$ cat config.mk
export PLATFORM = sky130hd
export DESIGN_NAME = z3_cycle
export DESIGN_NICKNAME = d
export VERILOG_FILES = /design/src/rtl/z3_cycle.sv
export SDC_FILE = /design/constraint.sdc
export NUM_CORES = 1
export LEC_CHECK = 0
export ABC_AREA = 0
export CAP_MARGIN = 25
export CORE_UTILIZATION = 47
export CTS_BUF_LIST = sky130_fd_sc_hd__clkbuf_8
export DETAILED_ROUTE_END_ITERATION = 6
export PLACE_DENSITY = 0.87
export SLEW_MARGIN = 20
export SYNTH_ARGS = -nofsm -noshare
export SYNTH_HDL_FRONTEND = slang
export SYNTH_SLANG_ARGS = --single-unit
$ cat constraint.sdc
create_clock -name CLK -period 2.65 [get_ports CLK]
set_clock_uncertainty 0.1 [all_clocks]
set_input_delay 0.6625 -clock CLK [delete_from_list [all_inputs] [get_ports CLK]]
set_output_delay 0.6625 -clock CLK [all_outputs]
set_load 0.005 [all_outputs]
$ cat src/rtl/z3_cycle.sv
// Zorro III bus-cycle slave: synchronises FCS_n/DS_n, decodes the board base, hands address/strobes to the SDRAM controller.
// Optional data-phase watchdog is built when Z3_TIMEOUT_EN is defined.
module z3_cycle #(
    parameter int TIMEOUT_CYCLES = 64,
    parameter int SYNC_STAGES    = 2
) (
    input  logic        CLK,
    input  logic        RESET,
    input  logic        FCS_n,
    input  logic [3:0]  DS_n,
    input  logic        READ,
    input  logic [29:0] ADDR_IN,
    input  logic        configured,
    input  logic [3:0]  base_addr,
    input  logic        sdram_dtack,
    output logic [1:0]  z3_state,
    output logic        ram_cycle,
    output logic [25:0] ADDR,
    output logic [3:0]  DS_out_n,
    output logic        RW,
    output logic        DTACK_n,
    output logic        DOE,
    output logic        timeout_err
);

    typedef enum logic [1:0] {IDLE = 2'd0, START = 2'd1, DATA = 2'd2, ACK = 2'd3} state_t;

    state_t                        state_q;
    logic [SYNC_STAGES-1:0]        fcs_sync_q;
    logic [SYNC_STAGES-1:0]        flush_q;
    logic [SYNC_STAGES-1:0][3:0]   ds_sync_q;
    logic                          fcs_s;
    logic [3:0]                    ds_s;
    logic                          flushed;
    logic                          armed_q;
    logic                          start_ok;
    logic                          tmo_fire;
    logic                          ram_cycle_q;
    logic                          rw_q;
    logic                          dtack_n_q;
    logic                          doe_q;
    logic [25:0]                   addr_q;
    logic [3:0]                    ds_out_q;

    // flush_q marks when the synchroniser holds real samples rather than reset ones
    always_ff @(posedge CLK or posedge RESET) begin
        if (RESET) begin
            fcs_sync_q <= '1;
            ds_sync_q  <= '1;
            flush_q    <= '0;
        end else begin
            fcs_sync_q[0] <= FCS_n;
            ds_sync_q[0]  <= DS_n;
            flush_q[0]    <= 1'b1;
            for (int i = 1; i < SYNC_STAGES; i++) begin
                fcs_sync_q[i] <= fcs_sync_q[i-1];
                ds_sync_q[i]  <= ds_sync_q[i-1];
                flush_q[i]    <= flush_q[i-1];
            end
        end
    end

    assign fcs_s   = fcs_sync_q[SYNC_STAGES-1];
    assign ds_s    = ds_sync_q[SYNC_STAGES-1];
    assign flushed = flush_q[SYNC_STAGES-1];

    // A cycle may start only on an FCS_n assertion that followed a genuinely observed high level
    always_ff @(posedge CLK or posedge RESET) begin
        if (RESET) begin
            armed_q <= 1'b0;
        end else if (!flushed) begin
            armed_q <= 1'b0;
        end else if (fcs_s) begin
            armed_q <= 1'b1;
        end else if (state_q == IDLE) begin
            armed_q <= 1'b0;
        end
    end

    assign start_ok = flushed && !fcs_s && armed_q && configured && (ADDR_IN[29:26] == base_addr);

`ifdef Z3_TIMEOUT_EN
    localparam int CNT_W = (TIMEOUT_CYCLES > 1) ? $clog2(TIMEOUT_CYCLES) : 1;

    logic [CNT_W-1:0] tmo_cnt_q;
    logic             tmo_err_q;
    logic             data_stay;

    assign data_stay = (state_q == DATA) && !fcs_s && !sdram_dtack;
    assign tmo_fire  = data_stay && (tmo_cnt_q == CNT_W'(TIMEOUT_CYCLES - 1));

    always_ff @(posedge CLK or posedge RESET) begin
        if (RESET) begin
            tmo_cnt_q <= '0;
            tmo_err_q <= 1'b0;
        end else begin
            tmo_err_q <= tmo_fire;
            if (data_stay && !tmo_fire) begin
                tmo_cnt_q <= tmo_cnt_q + 1'b1;
            end else begin
                tmo_cnt_q <= '0;
            end
        end
    end

    assign timeout_err = tmo_err_q;
`else
    logic unused_tmo;

    assign unused_tmo  = (TIMEOUT_CYCLES > 0);
    assign tmo_fire    = 1'b0;
    assign timeout_err = 1'b0;
`endif

    always_ff @(posedge CLK or posedge RESET) begin
        if (RESET) begin
            state_q     <= IDLE;
            ram_cycle_q <= 1'b0;
            addr_q      <= '0;
            ds_out_q    <= 4'hF;
            rw_q        <= 1'b1;
            dtack_n_q   <= 1'b1;
            doe_q       <= 1'b0;
        end else begin
            case (state_q)
                IDLE: begin
                    if (start_ok) begin
                        state_q     <= START;
                        ram_cycle_q <= 1'b1;
                        addr_q      <= ADDR_IN[25:0];
                        rw_q        <= READ;
                    end
                end
                START: begin
                    if (fcs_s) begin
                        state_q     <= IDLE;
                        ram_cycle_q <= 1'b0;
                        ds_out_q    <= 4'hF;
                    end else if (ds_s != 4'hF) begin
                        state_q  <= DATA;
                        ds_out_q <= ds_s;
                        doe_q    <= rw_q;
                    end
                end
                DATA: begin
                    if (fcs_s || (!sdram_dtack && tmo_fire)) begin
                        state_q     <= IDLE;
                        ram_cycle_q <= 1'b0;
                        ds_out_q    <= 4'hF;
                        doe_q       <= 1'b0;
                    end else if (sdram_dtack) begin
                        state_q   <= ACK;
                        dtack_n_q <= 1'b0;
                    end
                end
                ACK: begin
                    if (fcs_s) begin
                        state_q     <= IDLE;
                        ram_cycle_q <= 1'b0;
                        ds_out_q    <= 4'hF;
                        dtack_n_q   <= 1'b1;
                        doe_q       <= 1'b0;
                    end
                end
                default: state_q <= IDLE;
            endcase
        end
    end

    assign z3_state  = state_q;
    assign ram_cycle = ram_cycle_q;
    assign ADDR      = addr_q;
    assign DS_out_n  = ds_out_q;
    assign RW        = rw_q;
    assign DTACK_n   = dtack_n_q;
    assign DOE       = doe_q;

endmodule

Yosys cells after proc, flatten, opt, wreduce, memory -nomap -nowiden
Cells that the tools add are included.
{"block": "totals", "latch_bits": 0, "memories": 0, "romBits": 0, "ff_bits": 49, "mem_bits_rw": 0}
{"block": "classes", "div": 0, "n_shift": 0, "n_lt_le_gt_ge": 0, "mux": 24, "n_eq_ne": 16, "multipliers": 0, "bitwise_logic": 0, "n_addsub": 0, "reduce_logical": 16}
{"cell": "$mux 2", "count": 6}
{"cell": "$mux 4", "count": 3}
{"cell": "$ne 2x2->1 const B", "count": 6}
{"cell": "$reduce_and 4->1", "count": 3}
{"cell": "$mux 1", "count": 10}
{"cell": "$pmux 2 s4", "count": 1}
{"cell": "$pmux 4 s2", "count": 1}
{"cell": "$ne 3x3->1 const B", "count": 2}
{"cell": "$pmux 1 s2", "count": 3}
{"cell": "$eq 2x2->1 const B", "count": 2}
{"cell": "$eq 4x4->1", "count": 1}
{"cell": "$logic_and 1x1->1", "count": 4}
{"cell": "$ne 2x1->1 const B", "count": 2}
{"cell": "$ne 4x4->1 const B", "count": 1}
{"cell": "$reduce_and 2->1", "count": 2}
{"cell": "$reduce_bool 2->1", "count": 2}
{"cell": "$ne 3x2->1 const B", "count": 1}
{"cell": "$reduce_and 3->1", "count": 1}
{"cell": "$reduce_or 3->1", "count": 1}
{"cell": "$eq 2x1->1 const B", "count": 1}
{"cell": "$logic_not 2->1", "count": 1}
{"cell": "$reduce_or 2->1", "count": 1}
{"cell": "$logic_not 1->1", "count": 1}

Logic depth before layout (Yosys ltp)
{"block": "logic_depth", "ltp_word": 7, "ltp_mapped": 6, "ltp_nobuf": 4}

Worst setup path after synthesis
No wires, ideal clock.
{"block": "synth_path", "kind": "input-to-reg", "from": "in base_addr[3]", "to": "reg addr_q[12] (netlist: ADDR[12])", "setup_time_ns": 0.125, "required_ns": 2.425, "arrival_time_ns": 1.719, "path_stages": 6, "n_path_buf": 2, "setup_slack_ns": 0.706, "path_cell_list": "xor2_1 > nor4_2 > nand3_1 > buf_4 > buf_6 > mux2_4"}
{"block": "synth_between", "elab_chain_len": 3}
{"item": "start, declared", "line_no": "14", "text": "input logic [3:0] base_addr,"}
{"item": "$eq 4x4->1", "line_no": "80", "text": "assign start_ok = flushed && !fcs_s && armed_q && configured && (ADDR_IN[29:26] == base_addr);"}
{"item": "$logic_and 1x1->1", "line_no": "80"}
{"item": "$reduce_and 2->1 (no source line)"}
{"item": "end signal, assigned", "line_no": "130", "text": "addr_q <= ADDR_IN[25:0];"}
{"item": "end, declared", "line_no": "42", "text": "logic [25:0] addr_q;"}
Every way passes these cells.
A chain may end at the register's enable or synchronous reset.

Worst setup path in the final report
{"block": "layout_path", "from": "reg state_q[1] (netlist: z3_state[1])", "to": "out z3_state[1]"}
{"item": "start, declared", "line_no": "28", "text": "state_t state_q;"}
{"item": "start signal, assigned", "line_no": "117", "text": "state_q <= IDLE;"}
{"item": "start signal, assigned", "line_no": "128", "text": "state_q <= START;"}
{"item": "start signal, assigned", "line_no": "136", "text": "state_q <= IDLE;"}
{"item": "end, declared", "line_no": "16", "text": "output logic [1:0] z3_state,"}
No word-level cell between the ends.

==> impl_metrics.csv <==
group,metric,value,unit
status,status,"finished clean",
power,powerDensity,540,nW/um^2
place,gp_congestion,0.766,
sta,maxSlewViolCount,0,
yosys,synthCells,126,
yosys,yosys_warnings,0,
route,vias,1306,
finish,layout_common_cells,"79 x clkdlybuf4s50_1, 33 x dfrtp_1, 19 x mux2_2",
floorplanning,io-pin-count,81,
route,drt_wl_total,4110,um
yosys,synth_seq_area_share,65.3,%
finish,fin_util,75.9,%
sta,fmax,438,MHz
finish,nFillCells,217,
yosys,yosys.area.top_type,"dfrtp_1",
finish,nNetsFinal,253,
critical_path,cpLargestDelayFamily,"flip-flops",
route,routed_via_density,5.06,
route,wl_per_cell,15.9,um
finish,drive_gt1_share,27.6,%
global_routing,grtUsageTotal,21.5,%
floorplanning,core_area,3770,um^2
global_routing,grt_first_pass_wirelength,6530,um
clock_tree,cts_tree,"done",
sta,hold_viol,0,
place,port_buffers,79,
finish,final_common_cell,"clkdlybuf4s50_1",
power,leakage,1.27,nW
sta,finalCritPeriodShare,86.2,%
global_routing,antenna_found_initial,0,
power,ir_worst_vdd,0.519,mV
floorplanning,die_w,65.7,um
finish,multi_input_area,612,um^2
yosys,syn_area_per_cell,15.1,um^2
critical_path,max_stage_delay,0.62,ns
finish,fin_area,2860,um^2
clock_tree,cts_resized,0,
sta,fin_setup_tns,0,ns
critical_path,cp_slowest_cell,"dfrtp_1",
floorplanning,die_y,65.7,um
floorplanning,rows,22,
clock_tree,clock-sinks,49,
floorplanning,initial_utilization,50.6,%
critical_path,critPathRequiredTime,1.89,ns
yosys,synth.distinct_cells,31,
route,drc,0,
global_routing,overflow,0,
place,placed_cell_area,2770,um^2
critical_path,end_kind,"primary output",
yosys,netlist_area,1910,um^2
route,drtAntennaViolNets,0,
route,dr.pass1.iters,4,
place,dp_hpwl,3100,um
sta,setup_violations,0,
clock_tree,ctsHoldBuffers,0,
flow_run,maxCapViolCount,0,
min_path,hp-class,"flop to flop",
floorplanning,design.die.area,4320,um^2
global_routing,grt_max_degree,29,
critical_path,path_buf_inv,1,
critical_path,start_kind,"flop",
clock_tree,cts_buffers,5,
finish,area.growth.synth_to_final,50.1,%
place,place_ws,0.185,ns
clock_tree,max-clock-path-buffers,2,
critical_path,path_cells,"clkdlybuf4s50_1",
power,power,1.55,mW
clock_tree,clkTransAtPathRegs,0.09,ns
clock_tree,clk_latency,0.31,ns
finish,regArea,1250,um^2
route,drt_iter0_drc,37,
yosys,synth_fp_nets,170,
yosys,synth.top_cells.by_area,"dfrtp_1 43%, dfstp_2 22%, mux2_2 11%",
critical_path,path_max_fanout,14,
yosys,synth_top_area_share,43.3,%
clock_tree,htreeDepth,2,
yosys,ys_seq_elements,49,
sta,fin_ws,0.364,ns
clock_tree,cts_root_buf,"clkbuf_8",
sta,finalWorstPathRequiredPeriod,2.29,ns
critical_path,arrival,1.52,ns
global_routing,grt_pass1_vias,1385,
finish,antennaDiodeCount,0,
clock_tree,cts_setup_buffers,0,
critical_path,critPathKind,"flop to primary output",
sta,rsz0062_at_grt,"false",
[where the power goes]
part / total (mW) / internal, mW / switching, mW / leakage [nW]
Sequential: 0.850 / 0.817 / 0.0337 / 0.614
Combinational: 0.243 / 0.173 / 0.0700 / 0.610
Clock: 0.454 / 0.193 / 0.261 / 0.0495
Total: 1.55 / 1.18 / 0.364 / 1.27
[final cells by class]
| class | instances | share of cell area (%) |
|---|---|---|
| clock buffer | 5 | 2.40 |
| clock inverter | 3 | 0.830 |
| inverter | 2 | 0.262 |
| multi-input combinational | 68 | 21.4 |
| sequential | 49 | 43.5 |
| tap | 48 | 2.10 |
| timing repair buffer | 83 | 29.5 |
[cells in the mapped netlist]
master    number
nand2b_1       1
buf_4          2
nand4_1        1
nor4b_1        1
buf_2          1
nand4b_1       1
conb_1         2
dfrtp_1       33
buf_6          1
nor2b_1        3
dfstp_2       16
a21oi_1        6
inv_1          2
nor2_1         3
o21a_1         1
xnor2_1        2
and4_1         1
clkbuf_1       3
o21ai_0        3
nand3_1        1
a22oi_1        1
nand2_1        1
a32oi_1        1
mux2_2        19
o21bai_1       1
nand3b_1       1
nor4_2         1
o22a_1         6
xor2_1         2
mux2_4         8
or2_4          1
[layer usage]
layer / track usage, % / up-vias / wire [um]
li1: - / 603 / -
met1: 25.3 / 643 / 1620
met2: 34.2 / 50 / 2130
met3: 7.81 / 10 / 254
met4: 11.1 / 0 / 96
met5: 0 / - / 0
[stage by stage]
stage	cells	hold WS (ns)
finish	258	0.260
global route	258	0.265
CTS	258	0.261
detailed placement	250	0.242
global placement	250	0.236
floorplan	126	0.231
[path summary, 6_finish.rpt]
| path | from | end | slack, ns | cells past startpoint |
|---|---|---|---|---|
| setup / recovery | z3_state[1] | z3_state[1] | 0.36 | 1 |
| hold / removal | ds_sync_q[2] | ds_s[2] | 0.26 | 0 |
| setup reg to reg | z3_state[1] | ADDR[15] | 0.60 | 5 |
| hold reg to reg | ds_sync_q[2] | ds_s[2] | 0.26 | 0 |
| max in group asynchronous | RESET | fcs_sync_q[1] | 1.28 | 3 |
| min in group asynchronous | RESET | ADDR[3] | 0.59 | 2 |
[state kept, by name, indices dropped and copies added, names as in the netlist]
signal and cells:
fcs_sync_q 2, DOE 1, ds_sync_q 4, ds_s 4
ram_cycle 1, flush_q 2, z3_state 2, armed_q 1
RW 1, DS_out_n 4, DTACK_n 1, ADDR 26
[cells by family (layout without fill, tap and decap cells)]
family	count (synthesis)	in the layout	synth area share [%]
flip-flops	49	49	65.3
AO/OA/AOI/OAI	19	19	6.75
XOR/XNOR	4	4	1.84
AND/OR/NAND/NOR	16	16	5.57
multiplexers	27	27	17.5
other	2	2	0.394
buffers and inverters	9	93	2.62
Note: power is estimated with default switching activity, not from simulation.
